## src/rtl/ncc_sequencer_if.sv

```systemverilog
// Descriptor/window handshakes and PE-grid control strobes shared between
// ncc_sequencer (master) and the NCC grid plus its feeders (slave).
interface ncc_sequencer_if #(
   parameter int unsigned NUM_ROWS    = 16,
   parameter int unsigned COL_GROUPS  = 4,
   parameter int unsigned WINDOW_COLS = 640
);
   logic                           desc_valid;
   logic                           desc_ready;
   logic                           desc_load;
   logic [$clog2(NUM_ROWS)-1:0]    desc_row;
   logic [$clog2(COL_GROUPS)-1:0]  desc_col_group;
   logic                           win_valid;
   logic                           win_ready;
   logic                           win_flush;
   logic                           loadWinReg;
   logic                           loadAccSumReg;
   logic                           score_valid;
   logic [$clog2(WINDOW_COLS)-1:0] score_col;

   modport master (
      input  desc_valid, win_valid,
      output desc_ready, desc_load, desc_row, desc_col_group,
             win_ready, win_flush, loadWinReg, loadAccSumReg,
             score_valid, score_col
   );

   modport slave (
      output desc_valid, win_valid,
      input  desc_ready, desc_load, desc_row, desc_col_group,
             win_ready, win_flush, loadWinReg, loadAccSumReg,
             score_valid, score_col
   );
endinterface

```

## src/rtl/ncc_sequencer.sv

```systemverilog
// Control sequencer for the log-domain NCC PE grid: descriptor load, window
// streaming, accumulator drain and score flagging for the peak finder.
module ncc_sequencer #(
   parameter int unsigned NUM_ROWS    = 16,
   parameter int unsigned COL_GROUPS  = 4,
   parameter int unsigned WINDOW_COLS = 640,
   parameter int unsigned PIPE_LAT    = 16
) (
   input  logic           clk,
   input  logic           rst,
   input  logic           start,
   input  logic           abort,
   ncc_sequencer_if.master bus,
   output logic           busy,
   output logic           done
);
   localparam int unsigned RW = $clog2(NUM_ROWS);
   localparam int unsigned CW = $clog2(COL_GROUPS);
   localparam int unsigned AW = $clog2(WINDOW_COLS + PIPE_LAT);
   localparam int unsigned SW = $clog2(WINDOW_COLS);

   localparam logic [RW-1:0] ROW_LAST        = RW'(NUM_ROWS - 1);
   localparam logic [CW-1:0] CG_LAST         = CW'(COL_GROUPS - 1);
   localparam logic [AW-1:0] ADV_WIN_LAST    = AW'(WINDOW_COLS - 1);
   localparam logic [AW-1:0] ADV_DRAIN_LAST  = AW'(WINDOW_COLS + PIPE_LAT - 2);
   localparam logic [AW-1:0] ADV_FIRST_SCORE = AW'(PIPE_LAT - 1);

   typedef enum logic [2:0] {
      S_IDLE      = 3'd0,
      S_DESC_LOAD = 3'd1,
      S_WIN       = 3'd2,
      S_DRAIN     = 3'd3,
      S_DONE      = 3'd4
   } state_t;

   state_t        state_q, state_d;
   logic [RW-1:0] row_q, row_d;
   logic [CW-1:0] cg_q, cg_d;
   logic [AW-1:0] adv_q, adv_d;
   logic          score_valid_q, score_valid_d;
   logic [SW-1:0] score_col_q, score_col_d;
   logic          done_q, done_d;
   logic          desc_ready_s, desc_load_s, win_ready_s, win_flush_s, advance_s;

   always_comb begin
      state_d       = state_q;
      row_d         = row_q;
      cg_d          = cg_q;
      adv_d         = adv_q;
      score_valid_d = 1'b0;
      score_col_d   = score_col_q;
      desc_ready_s  = 1'b0;
      desc_load_s   = 1'b0;
      win_ready_s   = 1'b0;
      win_flush_s   = 1'b0;
      advance_s     = 1'b0;
      // abort is checked before any handshake so it always wins
      case (state_q)
         S_IDLE: begin
            if (start && !abort) state_d = S_DESC_LOAD;
            else                 state_d = S_IDLE;
         end
         S_DESC_LOAD: begin
            if (abort) begin
               state_d = S_IDLE;
            end else begin
               desc_ready_s = 1'b1;
               desc_load_s  = bus.desc_valid;
               if (bus.desc_valid) begin
                  if (cg_q == CG_LAST) begin
                     cg_d = '0;
                     if (row_q == ROW_LAST) begin
                        row_d   = '0;
                        state_d = S_WIN;
                     end else begin
                        row_d = row_q + RW'(1);
                     end
                  end else begin
                     cg_d = cg_q + CW'(1);
                  end
               end
            end
         end
         S_WIN: begin
            if (abort) begin
               state_d = S_IDLE;
            end else begin
               win_ready_s = 1'b1;
               advance_s   = bus.win_valid;
               if (bus.win_valid && adv_q == ADV_WIN_LAST) state_d = S_DRAIN;
            end
         end
         S_DRAIN: begin
            if (abort) begin
               state_d = S_IDLE;
            end else begin
               win_flush_s = 1'b1;
               advance_s   = 1'b1;
               if (adv_q == ADV_DRAIN_LAST) state_d = S_DONE;
            end
         end
         S_DONE:  state_d = S_IDLE;
         default: state_d = S_IDLE;
      endcase

      // a score leaves the end of the accumulator chain PIPE_LAT-1 advances late
      if (advance_s) begin
         adv_d = adv_q + AW'(1);
         if (adv_q >= ADV_FIRST_SCORE) begin
            score_valid_d = 1'b1;
            score_col_d   = SW'(adv_q - ADV_FIRST_SCORE);
         end
      end

      if (state_d == S_IDLE) begin
         row_d = '0;
         cg_d  = '0;
         adv_d = '0;
      end

      done_d = (state_d == S_DONE);
   end

   // state, counters and registered score/done outputs
   always_ff @(posedge clk) begin
      if (rst) begin
         state_q       <= S_IDLE;
         row_q         <= '0;
         cg_q          <= '0;
         adv_q         <= '0;
         score_valid_q <= 1'b0;
         score_col_q   <= '0;
         done_q        <= 1'b0;
      end else begin
         state_q       <= state_d;
         row_q         <= row_d;
         cg_q          <= cg_d;
         adv_q         <= adv_d;
         score_valid_q <= score_valid_d;
         score_col_q   <= score_col_d;
         done_q        <= done_d;
      end
   end

   assign bus.desc_ready     = desc_ready_s;
   assign bus.desc_load      = desc_load_s;
   assign bus.desc_row       = row_q;
   assign bus.desc_col_group = cg_q;
   assign bus.win_ready      = win_ready_s;
   assign bus.win_flush      = win_flush_s;
   assign bus.loadWinReg     = advance_s;
   assign bus.loadAccSumReg  = advance_s;
   assign bus.score_valid    = score_valid_q;
   assign bus.score_col      = score_col_q;
   assign busy               = (state_q != S_IDLE);
   assign done               = done_q;
endmodule

```

## src/flat_wrapper.sv

```systemverilog
// flat-port wrapper written by rule: the top's interface ports become plain ports
module ncc_sequencer_flat 
#(
   parameter int unsigned NUM_ROWS    = 16,
   parameter int unsigned COL_GROUPS  = 4,
   parameter int unsigned WINDOW_COLS = 640,
   parameter int unsigned PIPE_LAT    = 16
)
  (clk, rst, start, abort, busy, done, bus_desc_valid, bus_win_valid, bus_desc_ready, bus_desc_load, bus_desc_row, bus_desc_col_group, bus_win_ready, bus_win_flush, bus_loadWinReg, bus_loadAccSumReg, bus_score_valid, bus_score_col);
  ncc_sequencer_if #(.NUM_ROWS(NUM_ROWS), .COL_GROUPS(COL_GROUPS), .WINDOW_COLS(WINDOW_COLS)) bus_i ();
  input  logic clk;
  input  logic rst;
  input  logic start;
  input  logic abort;
  output logic busy;
  output logic done;
  input wire logic [$bits(bus_i.desc_valid)-1:0] bus_desc_valid;
  input wire logic [$bits(bus_i.win_valid)-1:0] bus_win_valid;
  output wire logic [$bits(bus_i.desc_ready)-1:0] bus_desc_ready;
  output wire logic [$bits(bus_i.desc_load)-1:0] bus_desc_load;
  output wire logic [$bits(bus_i.desc_row)-1:0] bus_desc_row;
  output wire logic [$bits(bus_i.desc_col_group)-1:0] bus_desc_col_group;
  output wire logic [$bits(bus_i.win_ready)-1:0] bus_win_ready;
  output wire logic [$bits(bus_i.win_flush)-1:0] bus_win_flush;
  output wire logic [$bits(bus_i.loadWinReg)-1:0] bus_loadWinReg;
  output wire logic [$bits(bus_i.loadAccSumReg)-1:0] bus_loadAccSumReg;
  output wire logic [$bits(bus_i.score_valid)-1:0] bus_score_valid;
  output wire logic [$bits(bus_i.score_col)-1:0] bus_score_col;
  assign bus_i.desc_valid = bus_desc_valid;
  assign bus_i.win_valid = bus_win_valid;
  assign bus_desc_ready = bus_i.desc_ready;
  assign bus_desc_load = bus_i.desc_load;
  assign bus_desc_row = bus_i.desc_row;
  assign bus_desc_col_group = bus_i.desc_col_group;
  assign bus_win_ready = bus_i.win_ready;
  assign bus_win_flush = bus_i.win_flush;
  assign bus_loadWinReg = bus_i.loadWinReg;
  assign bus_loadAccSumReg = bus_i.loadAccSumReg;
  assign bus_score_valid = bus_i.score_valid;
  assign bus_score_col = bus_i.score_col;
  ncc_sequencer #(.NUM_ROWS(NUM_ROWS), .COL_GROUPS(COL_GROUPS), .WINDOW_COLS(WINDOW_COLS), .PIPE_LAT(PIPE_LAT)) u_core (.clk(clk), .rst(rst), .start(start), .abort(abort), .bus(bus_i), .busy(busy), .done(done));
endmodule
```

## config.mk

```make
export PLATFORM = sky130hd
export DESIGN_NAME = ncc_sequencer_flat
export DESIGN_NICKNAME = d
export VERILOG_FILES = /design/src/rtl/ncc_sequencer_if.sv /design/src/rtl/ncc_sequencer.sv /design/src/flat_wrapper.sv
export SDC_FILE = /design/constraint.sdc
export NUM_CORES = 1
export LEC_CHECK = 0
export BUFFER_PORTS_ARGS = -buffer_cell sky130_fd_sc_hd__buf_2
export CAP_MARGIN = 20
export CORE_MARGIN = 2
export CORE_UTILIZATION = 58
export DETAILED_ROUTE_END_ITERATION = 10
export GPL_TIMING_DRIVEN = 0
export PLACE_DENSITY = 0.84
export SLEW_MARGIN = 40
export SYNTH_ARGS = -nofsm -noshare
export SYNTH_HDL_FRONTEND = slang
export SYNTH_SLANG_ARGS = --single-unit
```

## constraint.sdc

```tcl
create_clock -name clk -period 3 [get_ports clk]
set_input_delay 0 -clock clk [delete_from_list [all_inputs] [get_ports clk]]
set_output_delay 0 -clock clk [all_outputs]
set_load 0.02 [all_outputs]
```

==> results.json, run 1 <==
{
  "drc": 0,
  "initial_core_util_pct": 62.3,
  "syn_avg_cell_area_um2": 9.01,
  "finalSetupTns_ns": 0,
  "grt_antenna_before_repair": 0,
  "hp-class": "input port to flip-flop",
  "timing.hold.ws_ns": 0.0720,
  "tritoncts": "done",
  "fin_crit_sh_pct": 65.0,
  "num_io_pins": 31,
  "drtPass1Iterations": 4,
  "holdBufCountCts": 3,
  "rows": 18,
  "nFillCells": 208,
  "required_ns": 3.00,
  "routed_wl_um": 3580,
  "core_um2": 2540,
  "synth-async-reset-ratio_pct": 0,
  "yosys_register_bits": 31,
  "routedWlPerCell_um": 14.5,
  "dp_hpwl_um": 2660,
  "utilization_pct": 72.9,
  "area_growth_pct": 16.9,
  "critPathLaunchType": "flip-flop",
  "layout-drive-gt1-share_pct": 24.9,
  "place.gp.congestion": 0.933,
  "cp_max_fo": 11,
  "grt_remaining_overflow": 0,
  "vias": 1443,
  "pwr-share-clk_pct": 34.2,
  "layout.nets": 226,
  "ant_nets": 0,
  "synth_edf_count": 0,
  "multi_input_area_um2": 865,
  "rsz0062_at_grt": "no",
  "synthesis.area_um2": 1590,
  "syn-num-nets": 186,
  "yosysTopAreaCellShare_pct": 39.1,
  "cts.clk_slew.worst_paths_ns": 0.09,
  "post_cts_buffers": 0,
  "die_area_um2": 3170,
  "worst_slack_ns": 1.05,
  "ys_warn_count": 0,
  "cts_max_level": 2,
  "regArea_um2": 621,
  "power_per_cell_area_nw_per_um2": 365,
  "cts_made_buffers": 5,
  "clock_latency_ns": 0.33,
  "p_total_mw": 0.677,
  "ys_seq_area_share_pct": 39.1,
  "p_sw_mw": 0.161,
  "ys.flop_type": "dfxtp_1",
  "grt_pass1_wl_um": 5930,
  "drv_slew": 0,
  "power.internal_mw": 0.515,
  "die_width_um": 56.3,
  "synth.largest_area_cell": "dfxtp_1",
  "mostFrequentLayoutCell": "buf_2",
  "p_sw_share_pct": 23.8,
  "run_status": "complete, no violations",
  "postSynthCellCount": 176,
  "clockBufferDepth": 2,
  "setup_viol": 0,
  "synth_cell_types": 44,
  "drt_iter0_drc": 61,
  "place_ws_ns": 1.16,
  "post-route-min-period_ns": 1.95,
  "irDropWorstVdd_v": 0.000356,
  "worstPathArrival_ns": 1.95,
  "slew_headroom_pct": 64.3,
  "drv_cap": 0,
  "cp-end-kind": "output pin",
  "clock.fmax_mhz": 513,
  "seq_power_share_pct": 60.9,
  "n_antenna_cell": 0,
  "root_buffer": "clkbuf_4",
  "portBuffers": 30,
  "path_class": "flip-flop to output pin",
  "cellLeakagePower_nw": 0.745,
  "cts_resized": 0,
  "worst_pin_slew_ns": 0.533,
  "comb_power_share_pct": 4.8,
  "grt_util_all_layers_pct": 24.2,
  "die-height_um": 56.3,
  "grt_max_degree": 12,
  "routed_via_density": 5.84,
  "netlist_top_cells_area": "dfxtp_1, xnor2_1, a21oi_1",
  "grt_pass1_vias": 1281,
  "final_cell_mix": "buf_2, dfxtp_1, nor2_1",
  "worst_clock_skew_ns": 0.00392,
  "clock-sinks": 31,
  "hold_violations": 0
}
final timing paths:
path	endpoint	slack, ns	depth (start not counted)	from
worst min register to register	u_core.bus.score_col[4]$_SDFFE_PP0P_	0.48	1	u_core.bus.score_col[4]$_SDFFE_PP0P_
worst max-delay path	bus_loadWinReg	1.05	6	u_core.state_q[1]$_SDFF_PP0_
worst min-delay path	u_core.bus.score_valid$_SDFF_PP0_	0.07	3	bus_win_valid
worst max register to register	u_core.bus.score_col[6]$_SDFFE_PP0P_	1.10	5	u_core.adv_q[0]$_SDFFE_PP0P_
cells in the mapped netlist, drive strengths merged, types with 3 or more instances:
library cell,count
clkbuf,5
buf,8
nand3,8
o21ai,4
nand4,3
xnor2,14
inv,5
a21oi,15
a211oi,8
or3,4
dfxtp,31
nand2,5
nor2,19
nor3,10
and3,4
ha,4
nor4,4
power groups by stage:
| stage | logic [mW] | registers, mW | clock network [mW] |
|---|---|---|---|
| global placement | 0.0284 | 0.422 | 0 |
| global route | 0.0357 | 0.412 | 0.255 |
| finish | 0.0328 | 0.412 | 0.232 |
| floorplan | 0.0174 | 0.422 | 0 |
| CTS | 0.0325 | 0.412 | 0.232 |
| detailed placement | 0.0296 | 0.422 | 0 |
state kept, by name (all words and copies together) (netlist names):
signal,cells
u_core.bus.score_valid,1
u_core.done,1
u_core.bus.desc_row,4
u_core.bus.score_col,10
u_core.state_q,3
u_core.adv_q,10
u_core.bus.desc_col_group,2
per-layer routing:
metal / vias up / routed length [um] / global-route usage (%)
li1: 721 / - / -
met1: 665 / 1600 / 29.9
met2: 47 / 1700 / 39.7
met3: 10 / 203 / 7.83
met4: 0 / 71 / 7.82
met5: - / 0 / 0
logic make-up (layout without fill, tap and decap cells):
group	count (synthesis)	after routing	share of synthesized area (%)
mux	2	2	1.26
xor+xnor	15	15	8.28
buf+inv	18	59	6.39
compound gates	37	37	15.0
fa+ha+maj	4	4	3.15
flops	31	31	39.1
simple gates	69	69	26.8
worst max-delay path: stages (launching register included):
cell and delay [ns]:
dfxtp_1 0.46, nor3b_4 0.35, o21ai_2 0.15, inv_1 0.18, buf_4 0.21, buf_4 0.12, buf_2 0.14
final cells by class:
| class | instances | area share (%) |
|---|---|---|
| plain buffers | 13 | 4.45 |
| clock buffers | 7 | 2.43 |
| clock inverters | 1 | 0.270 |
| inverters | 5 | 1.01 |
| multi-input cells | 127 | 46.6 |
| flip-flops and latches | 31 | 33.5 |
| well taps | 30 | 2.02 |
| repair buffers | 33 | 9.72 |
stage by stage:
step | cell area [um^2] | std cells
final | 1850 | 247
after detailed placement | 1770 | 236
after global placement | 1770 | 236
after global routing | 1850 | 247
after CTS | 1850 | 247
after floorplan | 1590 | 176
No activity file was read; power rests on OpenSTA's default activity.
==> inputs of run 2 (changes only) <==
Settings changed: CORE_UTILIZATION 58 to 54, PLACE_DENSITY 0.84 to 0.79.
Clock period 3 ns to 2 ns, I/O delays scaled along.
==> run 2 against run 1 <==
Effect of this change: die area rose by 6.9%; largest cell class unchanged; routed wire length decreased by 2.2%; sequential share of layout area fell by 0.79 points; clock-buffer cell count down 1; register-to-register slack got worse by 0.79 ns; largest power group unchanged.
==> results.json, run 2 (synthesis results as in run 1) <==
{
  "run_status": "complete, no violations",
  "worst_slack_ns": 0.160,
  "clock_latency_ns": 0.34,
  "grt_remaining_overflow": 0,
  "area_growth_pct": 20.0,
  "portBuffers": 30,
  "grt_util_all_layers_pct": 22.8,
  "clockBufferDepth": 2,
  "cp-end-kind": "output pin",
  "ant_nets": 0,
  "hold_violations": 0,
  "rsz0062_at_grt": "no",
  "final_cell_mix": "buf_2, dfxtp_1, nor2_1",
  "die_width_um": 58.2,
  "cts.clk_slew.worst_paths_ns": 0.09,
  "post-route-min-period_ns": 1.84,
  "critPathLaunchType": "flip-flop",
  "initial_core_util_pct": 57.0,
  "mostFrequentLayoutCell": "buf_2",
  "layout-drive-gt1-share_pct": 27.1,
  "place.gp.congestion": 0.902,
  "routedWlPerCell_um": 14.1,
  "place_ws_ns": 0.176,
  "clock.fmax_mhz": 544,
  "drt_iter0_drc": 69,
  "required_ns": 2.00,
  "drv_cap": 0,
  "grt_pass1_wl_um": 5890,
  "setup_viol": 0,
  "r2r_cells": 5,
  "grt_antenna_before_repair": 0,
  "rrSetupSlack_ns": 0.31,
  "routed_via_density": 5.83,
  "tritoncts": "done",
  "cellLeakagePower_nw": 0.770,
  "layout.nets": 227,
  "core_um2": 2780,
  "finalNonFillerCells": 249,
  "vias": 1451,
  "die_area_um2": 3390,
  "drv_slew": 0,
  "grt_max_degree": 12,
  "cts_max_level": 2,
  "path_class": "flip-flop to output pin",
  "clock-sinks": 31,
  "n_antenna_cell": 0,
  "hold_end": "u_core.bus.desc_col_group[1]$_SDFFE_PP0P_",
  "r2r-end": "u_core.bus.score_col[6]$_SDFFE_PP0P_",
  "routed_wl_um": 3500,
  "hold_depth": 4,
  "irDropWorstVdd_v": 0.000491,
  "drtPass1Iterations": 4,
  "min-delay-start": "abort",
  "fin_crit_sh_pct": 92.0,
  "slew_headroom_pct": 63.7,
  "hp-class": "input port to flip-flop",
  "drc": 0,
  "num_io_pins": 31,
  "finalSetupTns_ns": 0,
  "root_buffer": "clkbuf_4",
  "cts_made_buffers": 5,
  "grt_pass1_vias": 1338,
  "worst_pin_slew_ns": 0.543,
  "dp_hpwl_um": 2600,
  "regToRegStartpoint": "u_core.adv_q[0]$_SDFFE_PP0P_",
  "place_inst": 237,
  "worstPathArrival_ns": 1.84,
  "worst_clock_skew_ns": 0.00831,
  "cp_max_fo": 11,
  "die-height_um": 58.2,
  "power_per_cell_area_nw_per_um2": 621,
  "rows": 19
}
==> run 2: metal layers <==
| layer | wire length, um | track usage [%] | part of all wire, % | vias to the layer above |
|---|---|---|---|---|
| met5 | 0 | 0 | 0 | - |
| met4 | 53 | 7.97 | 1.5 | 0 |
| met3 | 106 | 6.70 | 3.0 | 7 |
| met2 | 1650 | 36.2 | 47 | 26 |
| met1 | 1690 | 29.6 | 48 | 697 |
| li1 | - | - | - | 721 |
==> run 2: worst max-delay path by stage <==
| stage | cells past startpoint | startpoint | slack, ns | to |
|---|---|---|---|---|
| finish | 6 | u_core.state_q[1]$_SDFF_PP0_ | 0.16 | bus_loadWinReg |
| global route | 6 | u_core.state_q[1]$_SDFF_PP0_ | 0.06 | bus_loadWinReg |
| CTS | 6 | u_core.state_q[1]$_SDFF_PP0_ | 0.11 | bus_loadWinReg |
| detailed placement | 5 | u_core.adv_q[0]$_SDFFE_PP0P_ | 0.18 | u_core.bus.score_col[6]$_SDFFE_PP0P_ |
| global placement | 5 | u_core.adv_q[0]$_SDFFE_PP0P_ | 0.23 | u_core.bus.score_col[6]$_SDFFE_PP0P_ |
| floorplan | 6 | u_core.state_q[0]$_SDFF_PP0_ | 0.37 | u_core.bus.desc_row[3]$_SDFFE_PP0P_ |
==> run 2: timing repair <==
| action | CTS | global route |
|---|---|---|
| gates resized for setup | 0 | 2 |
| hold buffers | 3 | 0 |
| endpoints found under the setup margin | 0 | 2 |
| hold endpoints to repair | 7 | 0 |
| buffers inserted | 0 | 1 |
==> run 2: cell type report <==
class | count | area (um^2)
Tap cell | 31 | 38.8
Timing Repair Buffer | 34 | 188
Fill cell | 240 | 878
Inverter | 5 | 18.8
Clock inverter | 2 | 35.0
Clock buffer | 6 | 51.3
Multi-Input combinational cell | 127 | 867
Sequential cell | 31 | 622
Buffer | 13 | 82.6
==> run 2: through the flow <==
stage	area (um^2)	util, %	hold WS (ns)	power [mW]
after global routing	1900	68.4	0.107	1.22
after CTS	1890	68.0	0.0836	1.19
after detailed placement	1780	63.8	0.265	0.677
after global placement	1780	63.8	0.253	0.676
final	1900	68.4	0.0937	1.18
after floorplan	1590	-	0.0469	0.659
==> run 2: power breakdown <==
group / internal [mW] / switching [mW] / leakage [nW]
sequential: 0.618 / 0.000371 / 0.250
combinational: 0.0184 / 0.0307 / 0.471
clock: 0.295 / 0.218 / 0.0482
total: 0.932 / 0.250 / 0.770
==> run 2: critical path, cell delays in order (launching register included) <==
cell and delay (ns):
dfxtp_2 0.40, nor3b_4 0.28, o21ai_2 0.16, inv_1 0.19, buf_4 0.21, buf_4 0.12
buf_2 0.14
==> inputs of run 3 (changes only) <==
Settings changed: REMOVE_ABC_BUFFERS from default to 1.
==> run 3 against run 2 <==
Effect of this change: design area is 6.2% lower; global-route usage is 0.23 points lower; largest cell class unchanged; sequential power hardly changed; worst hold slack worse by 0.071 ns; total power is 8.9% lower; core utilization is 4.2 points lower; sequential cell count stayed put; critical path depth is 3 lower; largest power group unchanged; fmax is 0.94% higher; clock power is 20% lower.
==> results.json, run 3 (synthesis results as in run 1) <==
{
  "cp_max_fo": 16,
  "hold_violations": 0,
  "mostFrequentLayoutCell": "dfxtp_1",
  "rsz0062_at_grt": "no",
  "tritoncts": "done",
  "worst_slack_ns": 0.177,
  "grt_max_degree": 17,
  "path_class": "flip-flop to flip-flop",
  "utilization_pct": 64.2,
  "clock.fmax_mhz": 549,
  "finalSetupTns_ns": 0,
  "routed_wl_um": 3370,
  "power_per_cell_area_nw_per_um2": 603,
  "drv_slew": 0,
  "vias": 1354,
  "cts_max_level": 2,
  "worst_clock_skew_ns": 0.00766,
  "n_antenna_cell": 0,
  "grt_util_all_layers_pct": 22.6,
  "drtPass1Iterations": 4,
  "grt_pass1_vias": 1228,
  "hp-class": "input port to flip-flop",
  "rows": 19,
  "worstPathArrival_ns": 2.04,
  "place_ws_ns": 0.174,
  "clock-sinks": 31,
  "core_um2": 2780,
  "dp_hpwl_um": 2450,
  "design_area_um2": 1790,
  "place.gp.congestion": 0.824,
  "die_area_um2": 3390,
  "rrSetupSlack_ns": 0.18,
  "initial_core_util_pct": 57.0,
  "clockBufferDepth": 2,
  "portBuffers": 30,
  "required_ns": 2.22,
  "layout-drive-gt1-share_pct": 23.2,
  "layout.nets": 212,
  "ant_nets": 0,
  "slew_headroom_pct": 62.6,
  "cellLeakagePower_nw": 0.685,
  "hold_depth": 2,
  "worst_pin_slew_ns": 0.561,
  "dpl_cell_area_um2": 1690,
  "die_width_um": 58.2,
  "cts_made_buffers": 5,
  "area_growth_pct": 12.5,
  "setup_viol": 0,
  "root_buffer": "clkbuf_4",
  "cp-end-kind": "flip-flop",
  "routedWlPerCell_um": 14.4,
  "grt_remaining_overflow": 0,
  "drc": 0,
  "drt_iter0_drc": 43,
  "grt_antenna_before_repair": 0,
  "drv_cap": 0,
  "final_cell_mix": "dfxtp_1, buf_2, nor2_1",
  "grt_pass1_wl_um": 5750,
  "num_io_pins": 31,
  "irDropWorstVdd_v": 0.000590,
  "fin_crit_sh_pct": 91.1,
  "cts.clk_slew.worst_paths_ns": 0.09,
  "critPathLaunchType": "flip-flop",
  "die-height_um": 58.2,
  "r2r_cells": 3,
  "run_status": "complete, no violations",
  "timing.hold.ws_ns": 0.0229,
  "clock_latency_ns": 0.33,
  "routed_via_density": 5.79,
  "post-route-min-period_ns": 1.82
}
[run 3: stage by stage]
stage	total power, mW	cells
final	1.08	234
after global routing	1.11	234
after CTS	1.08	234
after detailed placement	0.674	224
after global placement	0.672	224
after floorplan	0.654	163
[run 3: final cells by class]
class | instances | area (um^2)
clock buffers | 8 | 68.8
fillers | 244 | 996
inverters | 5 | 22.5
multi-input cells | 127 | 865
flip-flops and latches | 31 | 621
well taps | 31 | 38.8
repair buffers | 32 | 170
[run 3: repair_timing]
action,in CTS,in global routing
setup endpoints to repair,0,2
hold endpoints to repair,2,0
gates resized for setup,0,1
hold buffers,2,0
setup buffers,0,0
[run 3: worst paths after layout]
kind | startpoint | end
worst max-delay path | u_core.state_q[0]$_SDFF_PP0_ | u_core.adv_q[1]$_SDFFE_PP0P_
worst min-delay path | rst | u_core.state_q[1]$_SDFF_PP0_
worst max register to register | u_core.state_q[0]$_SDFF_PP0_ | u_core.adv_q[1]$_SDFFE_PP0P_
worst min register to register | u_core.bus.score_col[4]$_SDFFE_PP0P_ | u_core.bus.score_col[4]$_SDFFE_PP0P_
[run 3: power breakdown]
| part | internal (mW) | switching, mW | leakage [nW] |
|---|---|---|---|
| Sequential | 0.618 | 0.00319 | 0.250 |
| Combinational | 0.0148 | 0.0272 | 0.397 |
| Clock | 0.207 | 0.206 | 0.0386 |
| Total | 0.839 | 0.236 | 0.685 |
[run 3: layer usage]
metal  global-route usage, %  vias to the layer above  share of wire, %  wire (um)
met5                       0                        -                 0          0
met4                    8.97                        0               1.6         55
met3                    6.70                        4               6.0        201
met2                    35.7                       36                47       1580
met1                    29.0                      620                45       1530
li1                        -                      694                 -          -
[run 3: worst max-delay path: stages (launching register included)]
cell      delay, ns
dfxtp_1        0.53
nor3_1         0.09
or4_1          0.70
a211oi_1       0.39
